## src/rtl/max_pool_2x2_if.sv

```systemverilog
// Pixel stream bundle between the convolver side and the pooler.
// The master drives input beats; the slave returns pooled pixels.
interface max_pool_2x2_if #(
    parameter int DATA_WIDTH = 8
);
    logic                  in_valid;
    logic [DATA_WIDTH-1:0] in_data;
    logic [DATA_WIDTH-1:0] pool_out;
    logic                  valid_pool;
    logic                  end_pool;

    modport master (
        output in_valid,
        output in_data,
        input  pool_out,
        input  valid_pool,
        input  end_pool
    );

    modport slave (
        input  in_valid,
        input  in_data,
        output pool_out,
        output valid_pool,
        output end_pool
    );
endinterface

```

## src/rtl/max_pool_2x2.sv

```systemverilog
// 2x2 stride-2 max pooling over a raster-ordered convolution map.
// A half-row line buffer keeps the pair maxima of each even row.
module max_pool_2x2 #(
    parameter int DATA_WIDTH = 8,
    parameter int CONV_SIZE  = 26
) (
    input  logic           clk,
    input  logic           global_rst,
    input  logic           ce,
    max_pool_2x2_if.slave  s
);
    localparam int POOL_OUT = CONV_SIZE / 2;
    localparam int CW = (CONV_SIZE > 1) ? $clog2(CONV_SIZE) : 1;
    localparam int KW = (POOL_OUT > 1) ? $clog2(POOL_OUT) : 1;

    localparam logic [CW-1:0] LAST = CW'(CONV_SIZE - 1);
    localparam logic [CW-1:0] HLIM = CW'(POOL_OUT);
    localparam logic [CW-1:0] EDGE = CW'(2 * POOL_OUT - 1);

    logic [CW-1:0]         col;
    logic [CW-1:0]         row;
    logic [CW-1:0]         col_h;
    logic [CW-1:0]         row_h;
    logic [KW-1:0]         k;
    logic [DATA_WIDTH-1:0] h;
    logic [DATA_WIDTH-1:0] m;
    logic [DATA_WIDTH-1:0] top;
    logic [DATA_WIDTH-1:0] win_max;
    logic [DATA_WIDTH-1:0] lbuf [POOL_OUT];
    logic                  accept;
    logic                  in_region;
    logic                  frame_last;
    logic                  lbuf_we;

    assign accept = ce & s.in_valid;
    assign col_h  = col >> 1;
    assign row_h  = row >> 1;
    assign k      = col_h[KW-1:0];

    // Odd trailing column/row fall outside this window (floor pooling).
    assign in_region  = (col_h < HLIM) && (row_h < HLIM);
    assign frame_last = (row == EDGE) && (col == EDGE);

    assign m       = (s.in_data > h) ? s.in_data : h;
    assign top     = lbuf[k];
    assign win_max = (top > m) ? top : m;
    assign lbuf_we = global_rst & accept & in_region & col[0] & ~row[0];

    always_ff @(posedge clk) begin
        if (lbuf_we) begin
            lbuf[k] <= m;
        end
    end

    always_ff @(posedge clk) begin
        if (!global_rst) begin
            col          <= '0;
            row          <= '0;
            h            <= '0;
            s.pool_out   <= '0;
            s.valid_pool <= 1'b0;
            s.end_pool   <= 1'b0;
        end else begin
            // Strobes are single-cycle regardless of ce.
            s.valid_pool <= 1'b0;
            s.end_pool   <= 1'b0;
            if (accept) begin
                if (col == LAST) begin
                    col <= '0;
                    row <= (row == LAST) ? '0 : row + 1'b1;
                end else begin
                    col <= col + 1'b1;
                end
                if (in_region) begin
                    if (!col[0]) begin
                        h <= s.in_data;
                    end else if (row[0]) begin
                        s.pool_out   <= win_max;
                        s.valid_pool <= 1'b1;
                        s.end_pool   <= frame_last;
                    end
                end
            end
        end
    end
endmodule
```

## src/flat_wrapper.sv

```systemverilog
// flat-port wrapper written by rule: the top's interface ports become plain ports
module max_pool_2x2_flat 
#(
    parameter int DATA_WIDTH = 8,
    parameter int CONV_SIZE  = 26
)
  (clk, global_rst, ce, s_in_valid, s_in_data, s_pool_out, s_valid_pool, s_end_pool);
  max_pool_2x2_if #(.DATA_WIDTH(DATA_WIDTH)) s_i ();
  input  logic clk;
  input  logic global_rst;
  input  logic ce;
  input wire logic [$bits(s_i.in_valid)-1:0] s_in_valid;
  input wire logic [$bits(s_i.in_data)-1:0] s_in_data;
  output wire logic [$bits(s_i.pool_out)-1:0] s_pool_out;
  output wire logic [$bits(s_i.valid_pool)-1:0] s_valid_pool;
  output wire logic [$bits(s_i.end_pool)-1:0] s_end_pool;
  assign s_i.in_valid = s_in_valid;
  assign s_i.in_data = s_in_data;
  assign s_pool_out = s_i.pool_out;
  assign s_valid_pool = s_i.valid_pool;
  assign s_end_pool = s_i.end_pool;
  max_pool_2x2 #(.DATA_WIDTH(DATA_WIDTH), .CONV_SIZE(CONV_SIZE)) u_core (.clk(clk), .global_rst(global_rst), .ce(ce), .s(s_i));
endmodule
```

## config.mk

```make
export PLATFORM = sky130hd
export DESIGN_NAME = max_pool_2x2_flat
export DESIGN_NICKNAME = d
export VERILOG_FILES = /design/src/rtl/max_pool_2x2_if.sv /design/src/rtl/max_pool_2x2.sv /design/src/flat_wrapper.sv
export SDC_FILE = /design/constraint.sdc
export NUM_CORES = 1
export LEC_CHECK = 0
export ABC_AREA = 1
export BUFFER_PORTS_ARGS = -buffer_cell sky130_fd_sc_hd__buf_2
export CORE_MARGIN = 2
export CORE_UTILIZATION = 46
export CTS_CLUSTER_SIZE = 10
export DETAILED_ROUTE_END_ITERATION = 8
export GPL_ROUTABILITY_DRIVEN = 0
export PLACE_DENSITY_LB_ADDON = 0.2
export SLEW_MARGIN = 15
export SYNTH_ARGS = -nofsm -noshare
export SYNTH_HDL_FRONTEND = slang
export SYNTH_SLANG_ARGS = --single-unit
```

## constraint.sdc

```tcl
create_clock -name clk -period 7.7 [get_ports clk]
set_input_delay 1.925 -clock clk [delete_from_list [all_inputs] [get_ports clk]]
set_output_delay 1.925 -clock clk [all_outputs]
set_load 0.005 [all_outputs]
```

Word level (Yosys, flattened, before mapping)
Memories as Yosys holds them, arrays and structs flattened. A register that Yosys moved wholly into a read port is not among the register bits.
Cells that the tools add are included.
- flip-flop bits (word level): 28
- bits in writable memories: 104
- memories kept: 1
- output and inout bits: 10
- eq/ne operators: 2
- $lt $le $gt $ge: 4
- reduce and logical (&&, ||, !) cells: 7
- bitwise logic cells: 7
- multiplexer cells: 9
- $add $sub $neg: 2
- memory list (memory ; depth ; bits a word ; rd ports ; clocked after memory_dff ; write ports ; RTL line ; text):
    u_core.lbuf ; 13 ; 8 ; 1 ; 1 ; 1 ; max_pool_2x2.sv:29 ; logic [DATA_WIDTH-1:0] lbuf [POOL_OUT];
- operators with widths (operator ; count):
    $gt A8 B8 Y1 ; 2
    $mux W8 ; 2
    $add A5 B1 Y5 const B ; 2
    $eq A5 B5 Y1 const B ; 2
    $mux W5 ; 2
    $lt A4 B4 Y1 const B ; 2
    $mux W4 ; 2
    $reduce_and A4 Y1 ; 2
    $and A1 B1 Y1 ; 5
    $reduce_and A5 Y1 ; 1
    $mux W1 ; 3
    $reduce_and A3 Y1 ; 1
    $logic_and A1 B1 Y1 ; 2
    $not A1 Y1 ; 2
    $reduce_and A2 Y1 ; 1

Logic depth before layout (Yosys ltp)
Gate-level depths: netlist of the first run.
- depth in word-level cells: 7
- mapped depth: 23
- depth with buffers taken out: 23

Worst setup path before layout of the first run
Ideal clock, no wire load.
- kind: in2reg
- from: input s_in_data[7]
- to: register u_core.s.pool_out[2]
- path slack: 3.614 ns
- stages on the path: 17
- setup time: 0.070 ns
- arrival time: 4.016 ns
- path through: ha_1 nand2_1 nor2_1 nand4_2 nand2_2 nand2_1 and2_1 ha_1 inv_1 nand2_1 nand2_1 nand2_1 nand2_1 nand2_1 a21oi_2 a21oi_1 a21oi_1
- longest elaborated chain between the ends: 4
- RTL lines (element ; RTL line ; text):
    start: declaration ; flat_wrapper.sv:13 ; input wire logic [$bits(s_i.in_data)-1:0] s_in_data;
    $gt A8 B8 Y1 ; max_pool_2x2.sv:44 ; assign m = (s.in_data > h) ? s.in_data : h;
    $mux W8 ; max_pool_2x2.sv:44 ;
    named net u_core.m[0] ; max_pool_2x2.sv:26 ; logic [DATA_WIDTH-1:0] m;
    $gt A8 B8 Y1 ; max_pool_2x2.sv:46 ; assign win_max = (top > m) ? top : m;
    $mux W8 ; max_pool_2x2.sv:46 ;
    end signal: assignment ; max_pool_2x2.sv:78 ; s.pool_out <= win_max;
    end: declaration ; max_pool_2x2_if.sv:23 ; output pool_out,
The timed path passes the listed nets, and every way through them passes these cells.
A chain may end at the register's enable or synchronous reset.

Worst setup path in the final report of the first run
- from: input s_in_data[7]
- to: register u_core.s.pool_out[4]
Same word-level chain as after synthesis.

==> results of run 1 <==
-- metal layers --
layer  GRT usage [%]  up-vias  routed length, um
li1                -     2243                  -
met1           26.31     2166               6308
met2           31.46       87               6626
met3           4.507       26                500
met4           9.195        0                331
met5               0        -                  0
-- stage by stage --
step	hold slack (ps)	area, um2
2_1_floorplan	447.4	6472
3_3_place_gp	473.8	6658
3_5_place_dp	474.6	6658
4_1_cts	482.9	7247
5_1_grt	517.2	7247
6_report	475.9	7247
-- report_power, final --
part | switching (uW) | leakage, uW | total, uW | internal [uW]
sequential | 1.86 | 0.00120 | 819 | 817
combinational | 103 | 0.00157 | 139 | 36.1
clock | 302 | 0.000278 | 809 | 507
total | 407 | 0.00305 | 1770 | 1360
-- kinds of logic (layout without fill, tap and decap cells) --
family	after synthesis	after routing
simple gates	303	303
flops	136	136
buf+inv	134	166
compound gates	75	75
fa+ha+maj	20	20
xor+xnor	1	1
-- worst paths after layout --
| path | from | end | cells past startpoint |
|---|---|---|---|
| setup reg to reg | register | u_core.s.pool_out[4]$_SDFFE_PN0P_ | 15 |
| hold reg to reg | u_core.h[0]$_SDFFE_PN0P_ | u_core.h[0]$_SDFFE_PN0P_ | 2 |
| hold / removal | u_core.h[0]$_SDFFE_PN0P_ | u_core.h[0]$_SDFFE_PN0P_ | 2 |
| setup / recovery | s_in_data[7] | u_core.s.pool_out[4]$_SDFFE_PN0P_ | 18 |
-- layout by cell type (no fill, tap or decap), types with 4 or more instances in the layout --
cell type / count
sky130_fd_sc_hd__nor2_1: 48
sky130_fd_sc_hd__buf_2: 21
sky130_fd_sc_hd__a21oi_1: 31
sky130_fd_sc_hd__o21ai_0: 16
sky130_fd_sc_hd__inv_1: 102
sky130_fd_sc_hd__nand2_2: 4
sky130_fd_sc_hd__ha_1: 20
sky130_fd_sc_hd__o211ai_1: 7
sky130_fd_sc_hd__nor3_1: 4
sky130_fd_sc_hd__clkbuf_16: 17
sky130_fd_sc_hd__inv_2: 7
sky130_fd_sc_hd__o21ai_1: 8
sky130_fd_sc_hd__edfxtp_1: 104
sky130_fd_sc_hd__nand2_1: 149
sky130_fd_sc_hd__dfxtp_1: 31
sky130_fd_sc_hd__nand3_1: 78
-- critical path, cell delays in order --
cell and delay [ps]:
sky130_fd_sc_hd__buf_2 120, sky130_fd_sc_hd__ha_1 290, sky130_fd_sc_hd__nand2_1 80, sky130_fd_sc_hd__nor2_1 180, sky130_fd_sc_hd__nand4_2 230, sky130_fd_sc_hd__nand2_2 220
sky130_fd_sc_hd__nand2_1 90, sky130_fd_sc_hd__and2_1 280, sky130_fd_sc_hd__ha_1 270, sky130_fd_sc_hd__inv_1 50, sky130_fd_sc_hd__nand2_1 40, sky130_fd_sc_hd__nand2_1 50
sky130_fd_sc_hd__nand2_1 40, sky130_fd_sc_hd__nand2_1 50, sky130_fd_sc_hd__nand2_1 70, sky130_fd_sc_hd__a21oi_2 330, sky130_fd_sc_hd__a21oi_1 130, sky130_fd_sc_hd__a21oi_1 170
-- flip-flops by register name, indices dropped and copies added, names as in the netlist, named ones only --
register / cells
u_core.lbuf: 104
u_core.h: 8
u_core.s.pool_out: 8
u_core.col: 5
u_core.row: 5
u_core.s.end_pool: 1
u_core.s.valid_pool: 1
-- area by class of cell --
cell class	count	area, um2
sequential	136	3765
clock buffer	20	436.7
fill	1247	6580
clock inverter	12	152.6
tap	180	225.2
multi-input combinational	399	2130
inverter	112	425.4
timing repair buffer	22	112.6
==> qor.txt, run 1 <==
=================================================================================================================
Distinct cell type count of the synthesized netlist ................................................           46
Worst setup slack after placement ..................................................................      3077 ps
First-pass iteration count of the detailed router ..................................................            5
Setup Fix Bufs, Post-CTS ...........................................................................            0
Cell type contributing the most total cell area after synthesis .................................... sky130_fd_sc_hd__edfxtp_1
Routed wire length .................................................................................     13770 um
Final net count ....................................................................................          720
Maximum number of pins on one net before global-route repair .......................................           57
Overall overflow remaining after global route ......................................................            0
Actual transition at the worst max-transition pin ..................................................     981.3 ps
EDFF count, synth ..................................................................................          104
Setup TNS ..........................................................................................         0 ps
Arithmetic-cell share of the synthesized area counting full adders, half adders and majority gates .       3.866%
Antenna diodes .....................................................................................            0
Cts bufs inserted ..................................................................................           17
Row Count ..........................................................................................           43
Total Routing Usage GR .............................................................................       19.96%
Maximum fanout along the worst path ................................................................           14
Most frequent cells after synthesis ................................................................ 149 x sky130_fd_sc_hd__nand2_1, 104 x sky130_fd_sc_hd__edfxtp_1, 102 x sky130_fd_sc_hd__inv_1
Post-cts repair resize count .......................................................................            0
Total chip power ...................................................................................      1768 uW
Classification of the worst-slack hold path ........................................................ register to register
Synth Area in Compound Gates .......................................................................       7.114%
Cell count after synthesis .........................................................................          669
Top-count cell post-synth .......................................................................... sky130_fd_sc_hd__nand2_1
Filler-free cell count of the finished design ......................................................          881
Overall die area ...................................................................................    15040 um2
Floorplan Core Area ................................................................................    13830 um2
Width of the chip ..................................................................................     122.6 um
Number of hold buffers added after CTS .............................................................            0
Worst setup EP type ................................................................................     register
Post-DR wirelength/cell ............................................................................     15.63 um
Final worst clock skew .............................................................................     9.333 ps
Clock tree from TritonCTS ..........................................................................        built
Number of synthesized register bits ................................................................          136
Port Buffers .......................................................................................           21
Worst R2R Setup Slack ..............................................................................      4270 ps
Wire length of the first global-routing pass .......................................................     22180 um
Most common flop cell mapped by yosys .............................................................. sky130_fd_sc_hd__edfxtp_1
Number of global-route vias before repair ..........................................................         4370
Post-synthesis instance area .......................................................................     6472 um2
Die height .........................................................................................     122.6 um
Post-route fraction of the period consumed by the critical path ....................................       55.31%
Number of buffers on the longest clock path ........................................................            2
Post-synthesis share of cell area spent on xor and xnor gates ......................................      0.1353%
Nature of the critical path startpoint ............................................................. primary input
Clock period minus final worst setup slack .........................................................      4259 ps
Avg Synthesized Cell Area ..........................................................................    9.675 um2
Arrival time worst endpoint ........................................................................      4610 ps
Fraction of post-synthesis cell area in the top cell type by area ..................................       48.25%
I/O pin count ......................................................................................           22
Leakage dissipation ................................................................................  0.003049 uW
Number of cells in the design after placement ......................................................          849
Starting utilization of the core area ..............................................................       46.81%
Result of the run ..................................................................................    completed
Maximum clock frequency ............................................................................    234.8 MHz
Sinks on Clock Net .................................................................................          136
Vias per Instance ..................................................................................        5.133
Required @ worst endpoint ..........................................................................      8050 ps
Post-synthesis share of cell area spent on and, or, nand and nor gates .............................       21.79%
Number of DRC markers in iteration 0 ...............................................................          285
Share of post-route cells with drive strength above 1 ..............................................       12.70%
Number of levels in the clock H-tree ...............................................................            4
Total nets after synthesis .........................................................................          701
Root buffer cell ................................................................................... sky130_fd_sc_hd__clkbuf_16
Main combinational cell family by area after synthesis ............................................. simple AND/OR/NAND/NOR gates
Clk_lat worst skew .................................................................................       420 ps
Setup repair after global routing missed its margin ................................................        false
Ranking of synthesized cells by area ............................................................... sky130_fd_sc_hd__edfxtp_1 48%, sky130_fd_sc_hd__dfxtp_1 9.9%, sky130_fd_sc_hd__nand2_1 8.6%, sky130_fd_sc_hd__nand3_1 6.0%, sky130_fd_sc_hd__inv_1 5.9%
Clock Pin Slew Worst Setup and Hold Paths ..........................................................        60 ps
Max-Cap Viols ......................................................................................            0
Headroom to the max-slew limit .....................................................................       34.34%
Async set or reset register ratio after synthesis ..................................................           0%
Power density normalized to cell area .............................................................. 243.9 nW/um2
Share of synthesized area spent on multiplexers ....................................................           0%
Final setup violation count ........................................................................            0
Residual antenna-violating net count after detailed routing ........................................            0
Final core utilization .............................................................................       52.41%
Hold Violations, Final .............................................................................            0
Remaining DRCs .....................................................................................            0
Worst voltage drop across the vdd grid .............................................................    0.1385 mV
Post-detailed-placement half-perimeter wirelength ..................................................      9070 um
Antenna violations before repair ...................................................................            0
Vias after detailed routing ........................................................................         4522
Final worst-path setup slack .......................................................................      3441 ps
Synthesis-to-finish area growth ....................................................................       11.97%
Part of the Yosys area used for sequential elements ................................................       58.15%
Yosys Warn Count ...................................................................................            0
Classification of the worst setup path ............................................................. primary input to register
Number of slew-limit violations in the final report ................................................            0
=================================================================================================================
Power figures use the tool's default switching activity.
==> inputs of run 2 (changes only) <==
clock period = 4.3 ns   (was 7.7 ns; I/O delays follow)
==> run 2 against run 1 <==
  * First-iteration DRC count rose by 4.2%
  * Largest power group is now the clock network
  * Final cell count is 0.23% higher
  * Critical path type unchanged
  * Non-clock buffer count grew 2
  * Critical path depth is the same
  * Combinational power is 78% higher
  * Highest routed layer unchanged
  * Clock-buffer cell count down 1
  * Global-route usage decreased by 0.52 points
==> qor.txt, run 2 (synthesis results as in run 1) <==
=====================================================================================
Result of the run ......................................................    completed
Leakage dissipation ....................................................  0.003069 uW   +0.65%
Worst R2R Setup Slack ..................................................      1270 ps   -3000 ps
Final net count ........................................................          722   +0.28%
Largest register by flop count .........................................  u_core.lbuf
Setup TNS ..............................................................         0 ps   unchanged
Share of post-route cells with drive strength above 1 ..................       12.80%   +0.11 points
Clock period minus final worst setup slack .............................      3370 ps
Largest registers in the final layout .................................. u_core.lbuf (104), u_core.h (8), u_core.s.pool_out (8)
Hold Path Cell Cnt .....................................................            2   unchanged
Flip-flop count of the largest register after layout ...................          104   unchanged
Floorplan Core Area ....................................................    13830 um2   unchanged
Final setup violation count ............................................            0   unchanged
Final worst clock skew .................................................     8.262 ps   -1.071 ps
Clock network fraction of design power .................................        46.8%   +1.0 points
Max-Cap Viols ..........................................................            0   unchanged
Arrival time worst endpoint ............................................      3710 ps   -900 ps
Row Count ..............................................................           43   unchanged
Antenna violations before repair .......................................            0   unchanged
Starting utilization of the core area ..................................       46.81%   unchanged
Number of levels in the clock H-tree ...................................            4   unchanged
Min-Delay Endpoint ..................................................... u_core.h[0]$_SDFFE_PN0P_
Vias after detailed routing ............................................         4541   +0.42%
Actual transition at the worst max-transition pin ......................     983.1 ps   +1.796 ps
Number of hold buffers added after CTS .................................            0   unchanged
Residual antenna-violating net count after detailed routing ............            0   unchanged
Setup Fix Bufs, Post-CTS ...............................................            0   unchanged
Top library cells by usage in the layout, fill and taps aside .......... 149 x sky130_fd_sc_hd__nand2_1, 104 x sky130_fd_sc_hd__edfxtp_1, 102 x sky130_fd_sc_hd__inv_1
Synthesis-to-finish area growth ........................................       12.51%
Clock Pin Slew Worst Setup and Hold Paths ..............................        60 ps   about the same
Critical path's most frequent cell ..................................... sky130_fd_sc_hd__nand2_1
Total Routing Usage GR .................................................       19.44%   -0.52 points
Number of slew-limit violations in the final report ....................            0   unchanged
Area taken by flip-flops and latches ...................................     3765 um2   unchanged
Maximum fanout along the worst path ....................................           14   unchanged
Number of buffers on the longest clock path ............................            2   unchanged
Slowest cell on crit path .............................................. sky130_fd_sc_hd__a21oi_2
Worst voltage drop across the vdd grid .................................    0.3072 mV   +120%
Area occupied by multi-input gates .....................................     2130 um2   unchanged
Most frequent standard cell in the layout excluding fill and tap cells . sky130_fd_sc_hd__nand2_1
Area post-placement ....................................................     6673 um2   +0.23%
Port Buffers ...........................................................           21   unchanged
Cts bufs inserted ......................................................           17   unchanged
Routed wire length .....................................................     13880 um   +0.80%
WP buf/inv .............................................................            2   unchanged
I/O pin count ..........................................................           22   unchanged
Clk_lat worst skew .....................................................       420 ps   about the same
Classification of the worst-slack hold path ............................ register to register
Clock tree from TritonCTS ..............................................        built
Power density normalized to cell area .................................. 442.2 nW/um2   +81%
Die height .............................................................     122.6 um   unchanged
Setup repair after global routing missed its margin ....................        false
Switch Pwr .............................................................     726.2 uW   +78%
Classification of the worst setup path ................................. primary input to register
Remaining DRCs .........................................................            0   unchanged
Fill cells .............................................................         1241   -0.48%
Final core utilization .................................................       52.66%   +0.25 points
Final non-filler cell area .............................................     7282 um2   +0.48%
Width of the chip ......................................................     122.6 um   unchanged
R2R cell count .........................................................           11   -4
Worst setup slack after placement ......................................     539.0 ps   -2538 ps
Wire length of the first global-routing pass ...........................     21640 um   -2.4%
Maximum number of pins on one net before global-route repair ...........           56   -1.8%
Internal Dissipation ...................................................      2494 uW   +83%
Endpoint of the worst-slack reg-to-reg timing path ..................... u_core.s.pool_out[7]$_SDFFE_PN0P_
Post-detailed-placement half-perimeter wirelength ......................      9130 um   +0.65%
Maximum clock frequency ................................................    296.8 MHz
Antenna diodes .........................................................            0   unchanged
Post-route fraction of the period consumed by the critical path ........       78.37%
Root buffer cell ....................................................... sky130_fd_sc_hd__clkbuf_16
Post-cts repair resize count ...........................................            0   unchanged
Number of global-route vias before repair ..............................         4359   -0.25%
Sw Share ...............................................................       22.55%   -0.47 points
Required @ worst endpoint ..............................................      4640 ps   -3410 ps
Hold_sp ................................................................ u_core.h[0]$_SDFFE_PN0P_
Final worst-path setup slack ...........................................     930.3 ps   -2511 ps
Vias per Instance ......................................................        5.143   +0.19%
Overall die area .......................................................    15040 um2   unchanged
Post-DR wirelength/cell ................................................     15.71 um   +0.57%
Overall overflow remaining after global route ..........................            0   unchanged
Cell type group with the largest total delay on the critical path ...... simple AND/OR/NAND/NOR gates
Logic gate share of total power ........................................         7.7%   -0.2 points
Headroom to the max-slew limit .........................................       34.22%   -0.12 points
Critical path cell sequence ............................................ buf_2, ha_1, nand2_1, nor2_1, nand4_2, nand2_2, nand2_1, and2_1, ha_1, inv_1, nand2_1, nand2_1, nand2_1, nand2_1, nand2_1, a21oi_2, a21oi_1, a21oi_1
Sinks on Clock Net .....................................................          136   unchanged
Number of DRC markers in iteration 0 ...................................          297   +4.2%
Hold Violations, Final .................................................            0   unchanged
Crit-path max cell delay ...............................................       330 ps   about the same
Nature of the critical path startpoint ................................. primary input
Worst setup EP type ....................................................     register
First-pass iteration count of the detailed router ......................            5   unchanged
Sequential share of power ..............................................        45.6%   -0.7 points
=====================================================================================
run 2: cell types whose count changed in the layout (fill, tap and decap cells not counted), sizes merged:
cell    previous run  this run
clkbuf            20        19
clkinv             7         5
bufinv             3         4
inv              111       113
buf               22        24
run 2: power groups by stage:
| stage | Clock (uW) | Sequential [uW] | Combinational, uW |
|---|---|---|---|
| after floorplan | 0 | 1490 | 178 |
| after global placement | 0 | 1490 | 240 |
| after detailed placement | 0 | 1490 | 245 |
| after CTS | 1520 | 1470 | 247 |
| after global routing | 1570 | 1470 | 281 |
| final | 1510 | 1470 | 247 |
run 2: layer usage:
metal / global-route usage [%] / up-vias / share of wire [%]
met5: 0 / - / 0
met4: 7.256 / 0 / 1.3
met3: 4.740 / 15 / 3.4
met2: 32.05 / 78 / 49
met1: 24.87 / 2198 / 46
li1: - / 2250 / -
run 2: area by class of cell:
type	count	share of cell area, %
clock buffers	19	5.945
clock inverters	13	2.423
inverters	112	5.842
multi-input cells	399	29.24
flip-flops and latches	136	51.70
well taps	180	3.093
repair buffers	24	1.753
run 2: through the flow:
stage                     cells  hold WS [ps]  power, uW
after floorplan             669         447.4       1671
after global placement      851         473.7       1734
after detailed placement    851         473.0       1740
after CTS                   883         481.2       3234
after global routing        883         509.5       3318
final                       883         478.1       3220
run 2: how the worst max path moves through the flow:
stage / start / endpoint / cells past startpoint / slack, ps
final: s_in_data[7] / u_core.s.pool_out[7]$_SDFFE_PN0P_ / 18 / 930
after detailed placement: s_in_data[7] / u_core.s.pool_out[7]$_SDFFE_PN0P_ / 18 / 540
after global placement: s_in_data[7] / u_core.s.pool_out[5]$_SDFFE_PN0P_ / 18 / 640
after global routing: s_in_data[7] / u_core.s.pool_out[3]$_SDFFE_PN0P_ / 18 / 590
after floorplan: s_in_data[7] / u_core.s.pool_out[2]$_SDFFE_PN0P_ / 17 / 1060
after CTS: s_in_data[7] / u_core.s.pool_out[0]$_SDFFE_PN0P_ / 18 / 970
run 2: worst reg2reg max path, delay by kind of cell, from the launching register on:
kind / cells / cell delay (ps)
flip-flops: 1 / 450
AO/OA/AOI/OAI: 2 / 530
buffers and inverters: 1 / 670
adder cells (fa/ha/maj): 1 / 310
AND/OR/NAND/NOR: 7 / 1000
